## config.mk

```make
export PLATFORM = sky130hd
export DESIGN_NAME = mc14500b_sequencer
export DESIGN_NICKNAME = d
export VERILOG_FILES = /design/src/rtl/mc14500b_sequencer.sv
export SDC_FILE = /design/constraint.sdc
export NUM_CORES = 1
export LEC_CHECK = 0
export ABC_CLOCK_PERIOD_IN_PS = 4350
export BUFFER_PORTS_ARGS = -buffer_cell sky130_fd_sc_hd__buf_2
export CORE_ASPECT_RATIO = 0.7
export CORE_UTILIZATION = 31
export DETAILED_ROUTE_END_ITERATION = 10
export SLEW_MARGIN = 20
export SYNTH_ARGS = -nofsm -noshare
export SYNTH_HDL_FRONTEND = slang
export SYNTH_SLANG_ARGS = --single-unit
```

## constraint.sdc

```tcl
create_clock -name clk -period 4.35 [get_ports clk]
set_clock_uncertainty 0.2 [all_clocks]
set_input_delay 0.435 -clock clk [delete_from_list [all_inputs] [get_ports clk]]
set_output_delay 0.435 -clock clk [all_outputs]
set_load 0.05 [all_outputs]
```

## src/rtl/mc14500b_sequencer.sv

```systemverilog
// mc14500b_sequencer
//   Program sequencer for the MC14500B ICU. It holds the program counter,
//   addresses the program ROM and presents the fetched word to the core. It
//   also reacts to the core's JMP/RTN/FLG0/FLGF flags: jumps, calls through a
//   hardware return stack, returns, and halt on NOPF.
//
//   Optional feature: MC14500B_SEQ_HALT_EN
//     defined   - FLGF enters HALT; a run pulse resumes.
//     undefined - FLGF is treated as a plain instruction; never halts.
//
// Ports
//   clk, rst        clock; asynchronous active-high reset
//   run             leave HALT on the following edge
//   rom_addr        ROM address (== pc)
//   rom_data        ROM word: [3:0] opcode, [PC_W+3:4] operand
//   instr, operand  fetched opcode / operand forwarded to the ICU
//   icu_en          ICU clock enable (0 while halted)
//   jmp, rtn,       ICU flag outputs for the current instruction
//   flg0, flgf
//   pc              program counter
//   depth           return-stack occupancy, 0..DEPTH
//   halted          1 while in HALT
//   stack_err       sticky stack overflow/underflow flag

module mc14500b_sequencer #(
    parameter int PC_W  = 8,
    parameter int DEPTH = 4
) (
    input  logic             clk,
    input  logic             rst,
    input  logic             run,
    output logic [PC_W-1:0]  rom_addr,
    input  logic [PC_W+3:0]  rom_data,
    output logic [3:0]       instr,
    output logic [PC_W-1:0]  operand,
    output logic             icu_en,
    input  logic             jmp,
    input  logic             rtn,
    input  logic             flg0,
    input  logic             flgf,
    output logic [PC_W-1:0]  pc,
    output logic [4:0]       depth,
    output logic             halted,
    output logic             stack_err
);

    localparam int         IDX_W   = (DEPTH > 1) ? $clog2(DEPTH) : 1;
    localparam logic [4:0] DEPTH_L = 5'(DEPTH);

    logic [PC_W-1:0]  pc_q, pc_d, pc_inc;
    logic [4:0]       depth_q, depth_d;
    logic             arm_q, arm_d;
    logic             err_q, err_d;
    logic             push_en;
    logic [IDX_W-1:0] push_idx, pop_idx;
    logic [PC_W-1:0]  stack_q [DEPTH];

`ifdef MC14500B_SEQ_HALT_EN
    typedef enum logic {S_RUN, S_HALT} state_t;
    state_t state_q, state_d;
`else
    logic unused_inputs;
    assign unused_inputs = run ^ flgf;
`endif

    assign instr    = rom_data[3:0];
    assign operand  = rom_data[PC_W+3:4];
    assign rom_addr = pc_q;
    assign pc       = pc_q;
    assign depth    = depth_q;
    assign stack_err = err_q;
    assign pc_inc   = pc_q + PC_W'(1);
    // Push lands in the first free slot; pop reads the top entry.
    assign push_idx = depth_q[IDX_W-1:0];
    assign pop_idx  = IDX_W'(depth_q - 5'd1);

`ifdef MC14500B_SEQ_HALT_EN
    assign halted = (state_q == S_HALT);
`else
    assign halted = 1'b0;
`endif
    assign icu_en = ~halted;

    always_ff @(posedge clk or posedge rst) begin
        if (rst) begin
            pc_q    <= '0;
            depth_q <= '0;
            arm_q   <= 1'b0;
            err_q   <= 1'b0;
`ifdef MC14500B_SEQ_HALT_EN
            state_q <= S_RUN;
`endif
        end else begin
            pc_q    <= pc_d;
            depth_q <= depth_d;
            arm_q   <= arm_d;
            err_q   <= err_d;
`ifdef MC14500B_SEQ_HALT_EN
            state_q <= state_d;
`endif
        end
    end

    // Stack storage needs no reset: depth alone defines the valid entries.
    always_ff @(posedge clk) begin
        if (push_en) begin
            stack_q[push_idx] <= pc_inc;
        end
    end

    always_comb begin
        pc_d    = pc_q;
        depth_d = depth_q;
        arm_d   = arm_q;
        err_d   = err_q;
        push_en = 1'b0;
`ifdef MC14500B_SEQ_HALT_EN
        state_d = state_q;
        // HALT and FLGF head the priority chain; the else below joins the
        // flag chain that is shared with the build without halt support.
        if (state_q == S_HALT) begin
            if (run) begin
                state_d = S_RUN;
            end
        end else if (flgf) begin
            pc_d    = pc_inc;
            arm_d   = 1'b0;
            state_d = S_HALT;
        end else
`endif
        if (jmp) begin
            pc_d = operand;
            // A NOPO directly before this JMP makes it a call.
            if (arm_q) begin
                if (depth_q < DEPTH_L) begin
                    push_en = 1'b1;
                    depth_d = depth_q + 5'd1;
                end else begin
                    err_d = 1'b1;
                end
            end
            arm_d = 1'b0;
        end else if (rtn) begin
            if (depth_q != 5'd0) begin
                pc_d    = stack_q[pop_idx];
                depth_d = depth_q - 5'd1;
            end else begin
                pc_d  = '0;
                err_d = 1'b1;
            end
            arm_d = 1'b0;
        end else if (flg0) begin
            pc_d  = pc_inc;
            arm_d = 1'b1;
        end else begin
            pc_d  = pc_inc;
            arm_d = 1'b0;
        end
    end

endmodule

```

# After elaboration in Yosys (flattened, before gate mapping)
# Memory sizes are Yosys's and may differ from the RTL's.
# Index checks and enable logic that the tools add are counted.
[classes] eq_ne=4 n_reduce_logical=5 magnitude_cmp=1 add_sub_neg=3 muxes=21
[op_table] cell="5-bit 2-to-1 mux" n=5
[op_table] cell="8-bit 2-to-1 mux" n=3
[op_table] cell="1-bit 2-to-1 mux" n=13
[op_table] cell="8-bit by 1-bit adder with 8-bit output (second input constant)" n=1
[op_table] cell="4-bit AND reduction" n=2
[op_table] cell="5-bit by 1-bit adder with 5-bit output (second input constant)" n=1
[op_table] cell="5-bit by 3-bit < comparator with 1-bit output (second input constant)" n=1
[op_table] cell="5-bit nonzero test" n=1
[op_table] cell="5-bit by 1-bit subtractor with 5-bit output (second input constant)" n=1
[op_table] cell="2-bit by 1-bit != test with 1-bit output (second input constant)" n=2
[op_table] cell="2-bit != test (second input constant)" n=2
[op_table] cell="2-bit nonzero test" n=2
[totals] out_inout_bits=36 reg_bits=15 ramBits=32 memories=1 input_bits=19
[mem_list] name="stack_q" depth=4 width=8 read_ports=1 rd_ports_with_merged_regs=0 wr=1 line="56" source="logic [PC_W-1:0] stack_q [DEPTH];"

# Logic depth before layout (Yosys ltp)
[logic_depth] ltp_word=6 mapped_depth=8

# Worst setup path before layout
# Ideal clock, no wire load.
[synth_path] path_kind="register to register" start="register depth_q[0] (netlist: depth[0])" end="register pc_q[5] (netlist: pc[5])" required_time_ps=4032 synth_period_minus_slack_ps=2735 n_path_buf=2 setup_time_ps=118 path_stages_with_launch=8 path_slack_ps=1615 t_arrival_ps=2417 path_cell_list="dfrtp_1 buf_2 inv_1 ha_1 clkbuf_1 mux4_2 a22o_1 a21o_1"
[synth_between] elab_chain_cells=5
[synth_lines] item="start, declared" line="51" source="logic [4:0] depth_q, depth_d;"
[synth_lines] item="start signal, assigned" line="95" source="depth_q <= depth_d;"
[synth_lines] item="5-bit by 1-bit subtractor with 5-bit output"
[synth_lines] item="memory 4 x 8 bit"
[synth_lines] item="8-bit 2-to-1 mux (*)" line="144" source="if (depth_q != 5'd0) begin"
[synth_lines] item="8-bit 2-to-1 mux (*)" line="143" source="end else if (rtn) begin"
[synth_lines] item="8-bit 2-to-1 mux (*)" line="131" source="if (jmp) begin"
[synth_lines] item="net pc_d[5]" line="50" source="logic [PC_W-1:0] pc_q, pc_d, pc_inc;"
[synth_lines] item="end signal, assigned" line="94" source="pc_q <= pc_d;"
[synth_lines] item="end, declared" line="50"
# The timed path passes the listed nets; every way through them passes the cells marked *.
# A chain may end at the register's enable or synchronous reset.

# Worst setup path after layout
[layout_path] start="register depth_q[0] (netlist: depth[0])" end="memory stack_q[0][5], enable pin"
[layout_between] elab_chain_cells=6
[layout_lines] item="5-bit by 3-bit < comparator with 1-bit output" line="135" source="if (depth_q < DEPTH_L) begin"
[layout_lines] item="1-bit 2-to-1 mux" line="135"
[layout_lines] item="1-bit 2-to-1 mux" line="134" source="if (arm_q) begin"
[layout_lines] item="1-bit 2-to-1 mux" line="131"
[layout_lines] item="1-bit 2-to-1 mux" line="106" source="if (push_en) begin"
[layout_lines] item="1-bit 2-to-1 mux (implied by the code)" line="107" source="stack_q[push_idx] <= pc_inc;"
[layout_lines] item="end, declared" line="56"
# Parallel ways exist; a longest one is shown, timed or not.

==> summary.md <==
| Metric | Value |
|---|---|
| Nets@finish | `204` |
| Yosys cell types | `34` |
| Share of layout cells above drive strength 1 | `33.15%` |
| GPL Wtd Cong | `0.6700` |
| Compound-Gate Fraction of Synth Area | `6.727%` |
| Post-synthesis average cell area | `14.01 um2` |
| CP max FO | `14` |
| Synth Area in XOR/XNOR | `3.957%` |
| Largest family of logic cells by synthesized area | `buffers and inverters` |
| Largest net degree at the start of global routing | `21` |
| Run status | `completed` |
| Post-DP HPWL | `2.912 mm` |
| DRT antenna net count | `0` |
| H-tree levels | `2` |
| Die area | `0.007487 mm2` |
| Initial core utilization | `32.46%` |
| Crit Path Class | `flop to flop` |
| NetSw | `0.6495 mW` |
| Clk buf depth | `2` |
| Die Y | `72.70 um` |
| Mapped cell area | `0.002213 mm2` |
| DR vias | `1231` |
| Final min period | `2915 ps` |
| GR Overflow Total | `0` |
| Multiplexer area fraction after synthesis | `8.649%` |
| 1st-iter DRT viols | `20` |
| Antenna Cells | `0` |
| Crit end category | `flop` |
| CTS buffer count | `5` |
| Core ar. | `0.006819 mm2` |
| Logic gate share of total power | `42.3%` |
| Simple-gate area share of the yosys netlist | `7.631%` |
| FF+latch count, synth | `47` |
| Rel. slew slack | `48.59%` |
| First-pass GRT wire length | `6.348 mm` |
| Pre-CTS setup slack | `1395 ps` |
| Adder-Cell Fraction of Synth Area | `2.826%` |
| Pwr dens | `635.0 mW/mm2` |
| Total GRT Usage | `12.00%` |
| Design Power | `1.545 mW` |
| Clock transition at the registers of the reported paths | `80 ps` |
| Clk Latency, worst-skew pair | `290 ps` |
| Crit path DAT | `2640 ps` |
| DRT Wirelength | `4.031 mm` |
| Area grow syn2layout | `9.949%` |
| Drt first pass iters | `4` |
| Unrepaired setup endpoints after global routing | `false` |
| Residual DRC count | `0` |
| Post-synth EDFFs | `32` |
| Detail-routed via count per cell | `4.476` |
| Sw Share | `42.03%` |
| Syn Nets | `182` |
| CTS tree | `yes` |
| Async S/R FF share, synth | `31.91%` |
| Clk root buf | `clkbuf_8` |
| Initial antenna violation count | `0` |
| P_int | `0.8957 mW` |
| Peak Freq | `343.1 MHz` |
| Crit path launch type | `flop` |
| # Max-Cap Violations | `0` |
| Power share of the clock group | `16.0%` |
| CTS Hold Bufs | `0` |
| Post-CTS Setup Bufs | `0` |
| Post-cts resize count | `0` |
| Final worst slack | `1435 ps` |
| IO Port Bufs | `42` |
| Worst VDD drop | `0.2016 mV` |
| Clock tree sinks | `47` |
| Final setup violation count | `0` |
| Fin. Hold Viols | `0` |
| Worst-margin pin slew | `768.4 ps` |
| Die Span X | `103.0 um` |
| Fin. max-slew vios | `0` |
| Ports | `55` |
| Crit share post-route | `67.00%` |
| Row cnt | `25` |
| Number of global-route vias before repair | `1226` |
| Leak Pwr | `0.9729 nW` |
| Worst EP required | `4070 ps` |
| Flop pwr share | `41.7%` |
| Average wire per standard cell | `14.66 um` |
| Sequential share of the synthesized area | `60.37%` |
| Syn Inst Count | `158` |
| Setup TNS | `0 ps` |
| Ys flop type | `edfxtp_1` |
| Synth warn | `0` |
| Worst hold path type | `input port to async pin` |
state kept, by name, indices dropped and copies added, names as in the netlist:
register	count
arm_q	1
depth	5
pc	8
stack_err	1
stack_q	32
placed cells by master (no fill, tap or decap):
| cell type | count |
|---|---|
| buf_2 | 42 |
| edfxtp_1 | 32 |
| dfrtp_1 | 15 |
| nand2_1 | 10 |
| xnor2_1 | 9 |
| mux4_2 | 8 |
| inv_1 | 6 |
| nand3_1 | 5 |
| ha_1 | 5 |
| clkbuf_8 | 5 |
| and2_1 | 4 |
| and3_1 | 3 |
| nor2_1 | 3 |
| a22o_1 | 3 |
| a21o_1 | 3 |
| o21ai_0 | 3 |
| clkbuf_1 | 3 |
| a22oi_1 | 2 |
| nor2b_1 | 2 |
| a311oi_1 | 2 |
| a21oi_1 | 2 |
| a31oi_1 | 2 |
| conb_1 | 2 |
| nor3_1 | 1 |
| or4b_1 | 1 |
| and2b_2 | 1 |
| a32o_2 | 1 |
| mux2_2 | 1 |
| nand4_1 | 1 |
| o41ai_1 | 1 |
| xor2_1 | 1 |
| and2_4 | 1 |
| o31a_2 | 1 |
cell usage after synthesis (2+ instances only):
library cell | number | share of area, %
edfxtp_1 | 32 | 43
and3_1 | 3 | 0.85
conb_1 | 2 | 0.34
and2_1 | 4 | 1.1
buf_2 | 3 | 0.68
mux4_2 | 8 | 8.1
a311oi_1 | 2 | 0.79
inv_1 | 6 | 1.0
nor2b_1 | 2 | 0.57
buf_4 | 22 | 7.5
a22o_1 | 3 | 1.2
a31oi_1 | 2 | 0.57
dfrtp_1 | 15 | 17
a21o_1 | 3 | 1.0
a22oi_1 | 2 | 0.68
a21oi_1 | 2 | 0.45
nand2_1 | 10 | 1.7
o21ai_0 | 3 | 0.68
ha_1 | 5 | 2.8
nor2_1 | 3 | 0.51
nand3_1 | 5 | 1.1
xnor2_1 | 9 | 3.6
cell type report:
cell class | count | area [um2]
flip-flops and latches | 47 | 1336
inverters | 6 | 22.52
well taps | 94 | 117.6
fillers | 701 | 4385
repair buffers | 42 | 210.2
clock buffers | 8 | 80.08
multi-input cells | 78 | 666.9
stage by stage:
stage          hold WS, ps  instances  utilization [%]  cell area (um2)
6_report             1.278        275            35.69             2434
3_3_place_gp         272.2        267            34.51             2354
4_1_cts              17.86        275            35.69             2434
5_1_grt              42.50        275            35.69             2434
2_1_floorplan        136.5        158                -             2213
3_5_place_dp         267.6        267            34.51             2354
routing by layer:
layer,track usage [%],part of all wire [%]
met3,4.119,4.5
met4,4.382,0.47
met1,15.15,47
met5,0,0
met2,19.19,48
power by group through the flow:
| stage | sequential, mW | clock [mW] | combinational [mW] |
|---|---|---|---|
| floorplan | 0.764 | 0 | 0.443 |
| global placement | 0.656 | 0 | 0.645 |
| detailed placement | 0.657 | 0 | 0.658 |
| CTS | 0.647 | 0.260 | 0.659 |
| global route | 0.661 | 0.274 | 0.703 |
| finish | 0.644 | 0.247 | 0.654 |
critical path, cell delays in order (launching register included):
cell and delay [ps]:
dfrtp_1 640, inv_1 230, ha_1 250, or4b_1 580, nor2_1 640
path summary, 6_finish.rpt:
kind                           start            end  slack (ps)  cells past startpoint
hold / removal                   rst          pc[0]           1                      2
setup / recovery            depth[0]  stack_q[0][5]        1440                      4
setup reg to reg            depth[0]  stack_q[0][5]        1440                      4
min in group clk                flg0          arm_q         140                      2
hold reg to reg            stack_err      stack_err         290                      2
max in group asynchronous        rst          pc[5]        3550                      2
cell families after synthesis:
family | after synthesis
AOI/OAI and AO/OA | 20
xor gates and xnor gates | 10
adders and majority gates | 5
buffers and inverters | 33
DFF | 47
muxes | 9
other | 2
and+or+nand+nor | 32
No activity file was read; power rests on OpenSTA's default activity.
